`src/rtl/sid_pkg.sv`:
```
// Shared types for the SID register player: FSM states,
// the 30-bit command word and well-known SID readback addresses.
package sid_pkg;

    typedef enum logic [1:0] {
        ST_IDLE  = 2'd0,
        ST_ISSUE = 2'd1,
        ST_WAIT  = 2'd2
    } sid_state_t;

    // Command word layout {read, addr, data, wait}.
    typedef struct packed {
        logic        read;
        logic [4:0]  addr;
        logic [7:0]  data;
        logic [15:0] dly;
    } sid_cmd_t;

    localparam int CMD_W = $bits(sid_cmd_t);

    localparam logic [4:0] SID_OSC3 = 5'h1b;
    localparam logic [4:0] SID_ENV3 = 5'h1c;

endpackage

```
`src/rtl/sid_cmd_fifo.sv`:
```
// Synchronous command FIFO with fall-through head.
// Ports: clk/rst, flush, push/push_data, pop/head, full/empty/level.
module sid_cmd_fifo #(
    parameter int DEPTH = 16,
    parameter int WIDTH = 30
) (
    input  logic                   clk,
    input  logic                   rst,
    input  logic                   flush,
    input  logic                   push,
    input  logic [WIDTH-1:0]       push_data,
    input  logic                   pop,
    output logic [WIDTH-1:0]       head,
    output logic                   full,
    output logic                   empty,
    output logic [$clog2(DEPTH):0] level
);

    localparam int AW = $clog2(DEPTH);
    localparam int LW = AW + 1;

    logic [WIDTH-1:0] mem [DEPTH];
    logic [AW-1:0]    wr_ptr;
    logic [AW-1:0]    rd_ptr;
    logic             wr_en;
    logic             rd_en;

    assign full  = (level == LW'(DEPTH));
    assign empty = (level == '0);
    assign wr_en = push & ~full;
    assign rd_en = pop & ~empty;
    assign head  = mem[rd_ptr];

    always_ff @(posedge clk) begin
        if (rst || flush) begin
            wr_ptr <= '0;
            rd_ptr <= '0;
            level  <= '0;
        end else begin
            if (wr_en) wr_ptr <= wr_ptr + AW'(1);
            if (rd_en) rd_ptr <= rd_ptr + AW'(1);
            level <= level + LW'(wr_en) - LW'(rd_en);
        end
    end

    always_ff @(posedge clk) begin
        if (wr_en) mem[wr_ptr] <= push_data;
    end

endmodule

```
`src/rtl/sid_reg_player.sv`:
```
// Replays timed SID register commands onto the SID bus on 1 MHz ticks.
// Ports: cmd push stream in, SID cs/we/addr/data out, readback capture, status.
module sid_reg_player
    import sid_pkg::*;
#(
    parameter int FIFO_DEPTH = 16
) (
    input  logic                        clk,
    input  logic                        rst,
    input  logic                        clk_1mhz_ph1_en,
    input  logic                        i_flush,
    input  logic                        i_cmd_valid,
    output logic                        o_cmd_ready,
    input  logic                        i_cmd_read,
    input  logic [4:0]                  i_cmd_addr,
    input  logic [7:0]                  i_cmd_data,
    input  logic [15:0]                 i_cmd_wait,
    output logic                        o_cs,
    output logic                        o_we,
    output logic [4:0]                  o_addr,
    output logic [7:0]                  o_data,
    input  logic [7:0]                  i_rd_data,
    output logic [7:0]                  o_rd_data,
    output logic                        o_rd_valid,
    output logic                        o_busy,
    output logic [$clog2(FIFO_DEPTH):0] o_level
);

    sid_state_t  state;
    logic [15:0] cnt;
    sid_cmd_t    in_cmd;
    sid_cmd_t    head;
    logic        full;
    logic        empty;
    logic        slot_free;
    logic        do_load;

    assign in_cmd = '{read: i_cmd_read, addr: i_cmd_addr,
                      data: i_cmd_data, dly: i_cmd_wait};

    // Ready is a pure function of occupancy so a full FIFO
    // never accepts, even on a cycle that pops.
    assign o_cmd_ready = ~full & ~rst;
    assign o_busy      = (state != ST_IDLE) | ~empty;

    sid_cmd_fifo #(
        .DEPTH (FIFO_DEPTH),
        .WIDTH (CMD_W)
    ) u_fifo (
        .clk       (clk),
        .rst       (rst),
        .flush     (i_flush),
        .push      (i_cmd_valid & o_cmd_ready),
        .push_data (in_cmd),
        .pop       (do_load),
        .head      (head),
        .full      (full),
        .empty     (empty),
        .level     (o_level)
    );

    always_comb begin
        slot_free = 1'b0;
        unique case (state)
            ST_IDLE:  slot_free = 1'b1;
            ST_ISSUE: slot_free = (cnt == 16'd0);
            ST_WAIT:  slot_free = (cnt == 16'd1);
            default:  slot_free = 1'b0;
        endcase
    end

    assign do_load = clk_1mhz_ph1_en & ~empty & slot_free & ~i_flush;

    always_ff @(posedge clk) begin
        if (rst) begin
            state      <= ST_IDLE;
            cnt        <= '0;
            o_cs       <= 1'b0;
            o_we       <= 1'b0;
            o_addr     <= '0;
            o_data     <= '0;
            o_rd_data  <= '0;
            o_rd_valid <= 1'b0;
        end else if (i_flush) begin
            state      <= ST_IDLE;
            cnt        <= '0;
            o_cs       <= 1'b0;
            o_we       <= 1'b0;
            o_rd_valid <= 1'b0;
        end else begin
            o_rd_valid <= 1'b0;
            if (clk_1mhz_ph1_en) begin
                unique case (state)
                    ST_ISSUE: begin
                        // In ISSUE o_we is the inverse of the read flag.
                        if (!o_we) begin
                            o_rd_data  <= i_rd_data;
                            o_rd_valid <= 1'b1;
                        end
                        o_cs  <= 1'b0;
                        o_we  <= 1'b0;
                        state <= (cnt == 16'd0) ? ST_IDLE : ST_WAIT;
                    end
                    ST_WAIT: begin
                        if (cnt == 16'd1) state <= ST_IDLE;
                        else              cnt   <= cnt - 16'd1;
                    end
                    default: ;
                endcase
            end
            // A load overrides whatever the tick decided above.
            if (do_load) begin
                state  <= ST_ISSUE;
                cnt    <= head.dly;
                o_cs   <= 1'b1;
                o_we   <= ~head.read;
                o_addr <= head.addr;
                o_data <= head.read ? 8'h00 : head.data;
            end
        end
    end

endmodule

```
`config.mk`:
```
export PLATFORM = sky130hd
export DESIGN_NAME = sid_reg_player
export DESIGN_NICKNAME = d
export VERILOG_FILES = /design/src/rtl/sid_pkg.sv /design/src/rtl/sid_cmd_fifo.sv /design/src/rtl/sid_reg_player.sv
export SDC_FILE = /design/constraint.sdc
export NUM_CORES = 1
export LEC_CHECK = 0
export ABC_AREA = 1
export CAP_MARGIN = 10
export CORE_MARGIN = 2
export CORE_UTILIZATION = 63
export DETAILED_ROUTE_END_ITERATION = 12
export DONT_BUFFER_PORTS = 1
export PLACE_DENSITY = 0.82
export SKIP_CTS_REPAIR_TIMING = 1
export SLEW_MARGIN = 40
export SYNTH_ARGS = -nofsm -noshare
export SYNTH_HDL_FRONTEND = slang
export SYNTH_SLANG_ARGS = --single-unit
```
`constraint.sdc`:
```
create_clock -name clk -period 3.8 [get_ports clk]
set_input_delay 0.76 -clock clk [delete_from_list [all_inputs] [get_ports clk]]
set_output_delay 0.76 -clock clk [all_outputs]
set_load 0.05 [all_outputs]
```
==> results.ini <==
[cts]
clock_latency_ns=0.59
cts_tree=built
cts_num_sinks=539
clockBufferDepth=3
cts_max_level=2
cts_buffers=52
ctsRootBufferMaster=clkbuf_16
clkTransAtPathRegs_ns=0.06

[final_layout]
layout.filler_cells=2159
diodes=0
stdcell_area_um2=24500
final_cell_mix=edfxtp_1, nand2_1, nor2_1
nets=2025
final_common_cell=edfxtp_1
drive_gt1_share_pct=8.16
syn_to_final_growth_pct=10.6

[worst_setup_path]
max_stage_delay_ns=0.67
rrSetupSlack_ns=0.66
cp_common_cell=inv_1
crit_type=flop to flop
cp.required_ns=4.26
cp_top_family=adder cells
crit_start=u_fifo.level[2]
cp-end-kind=flop
crit_buf_inv=4
rr_startpoint=u_fifo.level[2]
start_kind=flop
cp_max_fo=3
path_cells=inv_1 -> ha_1 -> nand4_1 -> nand2_1 -> inv_1 -> nand2_2 -> a21oi_4 -> ha_1 -> inv_1 -> ha_1 -> inv_1 -> fa_1 -> nor3_1 -> a211oi_1 -> o21ai_0 -> a21oi_1
arrival_ns=3.61
cp_slowest_cell=dfxtp_1

[sta]
fin_crit_ns=3.14
fmax_mhz=318
rsz0062_at_grt=no
hold_violations=0
max-slew-margin-rel_pct=45.6
slew_violations=0
worst_pin_slew_ns=0.817
finalClockSkew_ns=0.0203
fin_crit_sh_pct=82.8
setup-tns-final_ns=0
finalSetupViolations=0

[floorplan]
dieWidth_um=192
dieArea_um2=36800
ios=74
start_util_pct=64.1
core_um2=34600
die_y_um=192
rows=68

[yosys]
syn_nets=2041
syn_area_um2=22200
avgSynthCellArea_um2=11.2
synth-seq-area-share_pct=70.2
synth_ff_type=edfxtp_1
yosysWarningCount=0
ys_types=41
ys_seq_elements=539
synthArstFlopShare_pct=0
syn-instance-count=1983
synth_edf_count=480

[power]
p_seq_share_pct=52.7
power.share.clock_pct=41.1
peakVddDrop_mv=0.475
pwr-share-comb_pct=6.2
switching_power_mw=2.85
p_int_mw=9.66
switching_share_pct=22.8
power.leakage_nw=8.85
powerDensity_nw_per_um2=510

[detailed_routing]
postRouteAntennaNets=0
wire_per_inst_um=22.5
viasPerCell=6.25
via_count=15400
drt_pass1_iterations=6
drt_iter0_markers=2116
wirelength_um=55500
route.detailed.drc=0

[grt]
grt_use_total_pct=30.5
antenna_found_initial=0
grt_pass1_wl_um=84400
grt_pass1_vias=15000
grt_overflow=0
grt_max_degree=181

[placed_design]
io_buffers=0
gp_congestion=0.897
placed_cell_area_um2=22900
hpwl_um=31200

[min_path]
hold_start=rst
hp-class=input pin to flop

[run_status]
status=complete, no violations

[run]
max-cap-violations=0

## worst paths after layout
check	to	cells after the start
worst min register to register	u_fifo.rd_ptr[3]	2
worst max-delay path	u_fifo.level[4]	16
worst max register to register	u_fifo.level[4]	16
worst min-delay path	o_data[7]	1
## stage by stage
| step | power, mW | instances | worst slack [ns] | hold slack [ns] | utilization [%] |
|---|---|---|---|---|---|
| after floorplan | 7.29 | 1983 | 0.484 | 0.471 | - |
| after global placement | 7.45 | 2368 | 0.755 | 0.485 | 66.0 |
| after detailed placement | 7.48 | 2368 | 0.716 | 0.497 | 66.0 |
| after CTS | 12.5 | 2464 | 0.690 | 0.228 | 70.9 |
| after global routing | 12.8 | 2464 | 0.471 | 0.226 | 70.9 |
| final | 12.5 | 2464 | 0.655 | 0.245 | 70.9 |
## flip-flops by register name, summed over array words and instances, names as in the netlist, named ones only
signal / cells
o_rd_valid: 1
o_we: 1
u_fifo.rd_ptr: 4
u_fifo.level: 5
o_rd_data: 8
u_fifo.wr_ptr: 4
state: 2
u_fifo.mem: 480
o_data: 8
o_cs: 1
cnt: 16
o_addr: 5
## power groups by stage
stage | clock [mW] | combinational (mW) | sequential [mW]
final | 5.14 | 0.772 | 6.60
after global routing | 5.37 | 0.854 | 6.60
after CTS | 5.15 | 0.761 | 6.60
after detailed placement | 0 | 0.749 | 6.73
after global placement | 0 | 0.725 | 6.72
after floorplan | 0 | 0.565 | 6.72
## cell usage after synthesis (7+ instances only)
master	number	share of area, %
buf_1	19	0.32
inv_1	106	1.8
xor2_1	10	0.39
o21ai_1	7	0.16
clkbuf_1	30	0.51
nor2_1	292	4.9
buf_2	52	1.2
ha_1	14	0.79
nand3_1	224	5.0
o21ai_0	165	3.7
nand2_1	372	6.3
dfxtp_1	59	5.3
a21oi_1	70	1.6
edfxtp_1	480	65
o211ai_1	24	0.81
## per-layer routing
layer	wire (um)	GRT usage (%)
met5	0	0
met4	2280	13.8
met3	6550	6.67
met2	26200	49.0
met1	20500	40.4
## area by class of cell
cell class	instances	area, um2	area share [%]
Clock buffer	57	1320	5.38
Clock inverter	39	377	1.53
Inverter	110	419	1.71
Multi-Input combinational cell	1222	5770	23.5
Sequential cell	539	15600	63.6
Tap cell	455	569	2.32
Timing Repair Buffer	42	494	2.01
## cells by family after synthesis
| kind of cell | after synthesis | synth area share [%] |
|---|---|---|
| simple gates | 913 | 17.1 |
| flops | 539 | 70.2 |
| compound gates | 283 | 6.97 |
| buf+inv | 222 | 4.33 |
| fa+ha+maj | 15 | 0.879 |
| xor+xnor | 11 | 0.434 |
Power figures use the tool's default switching activity.
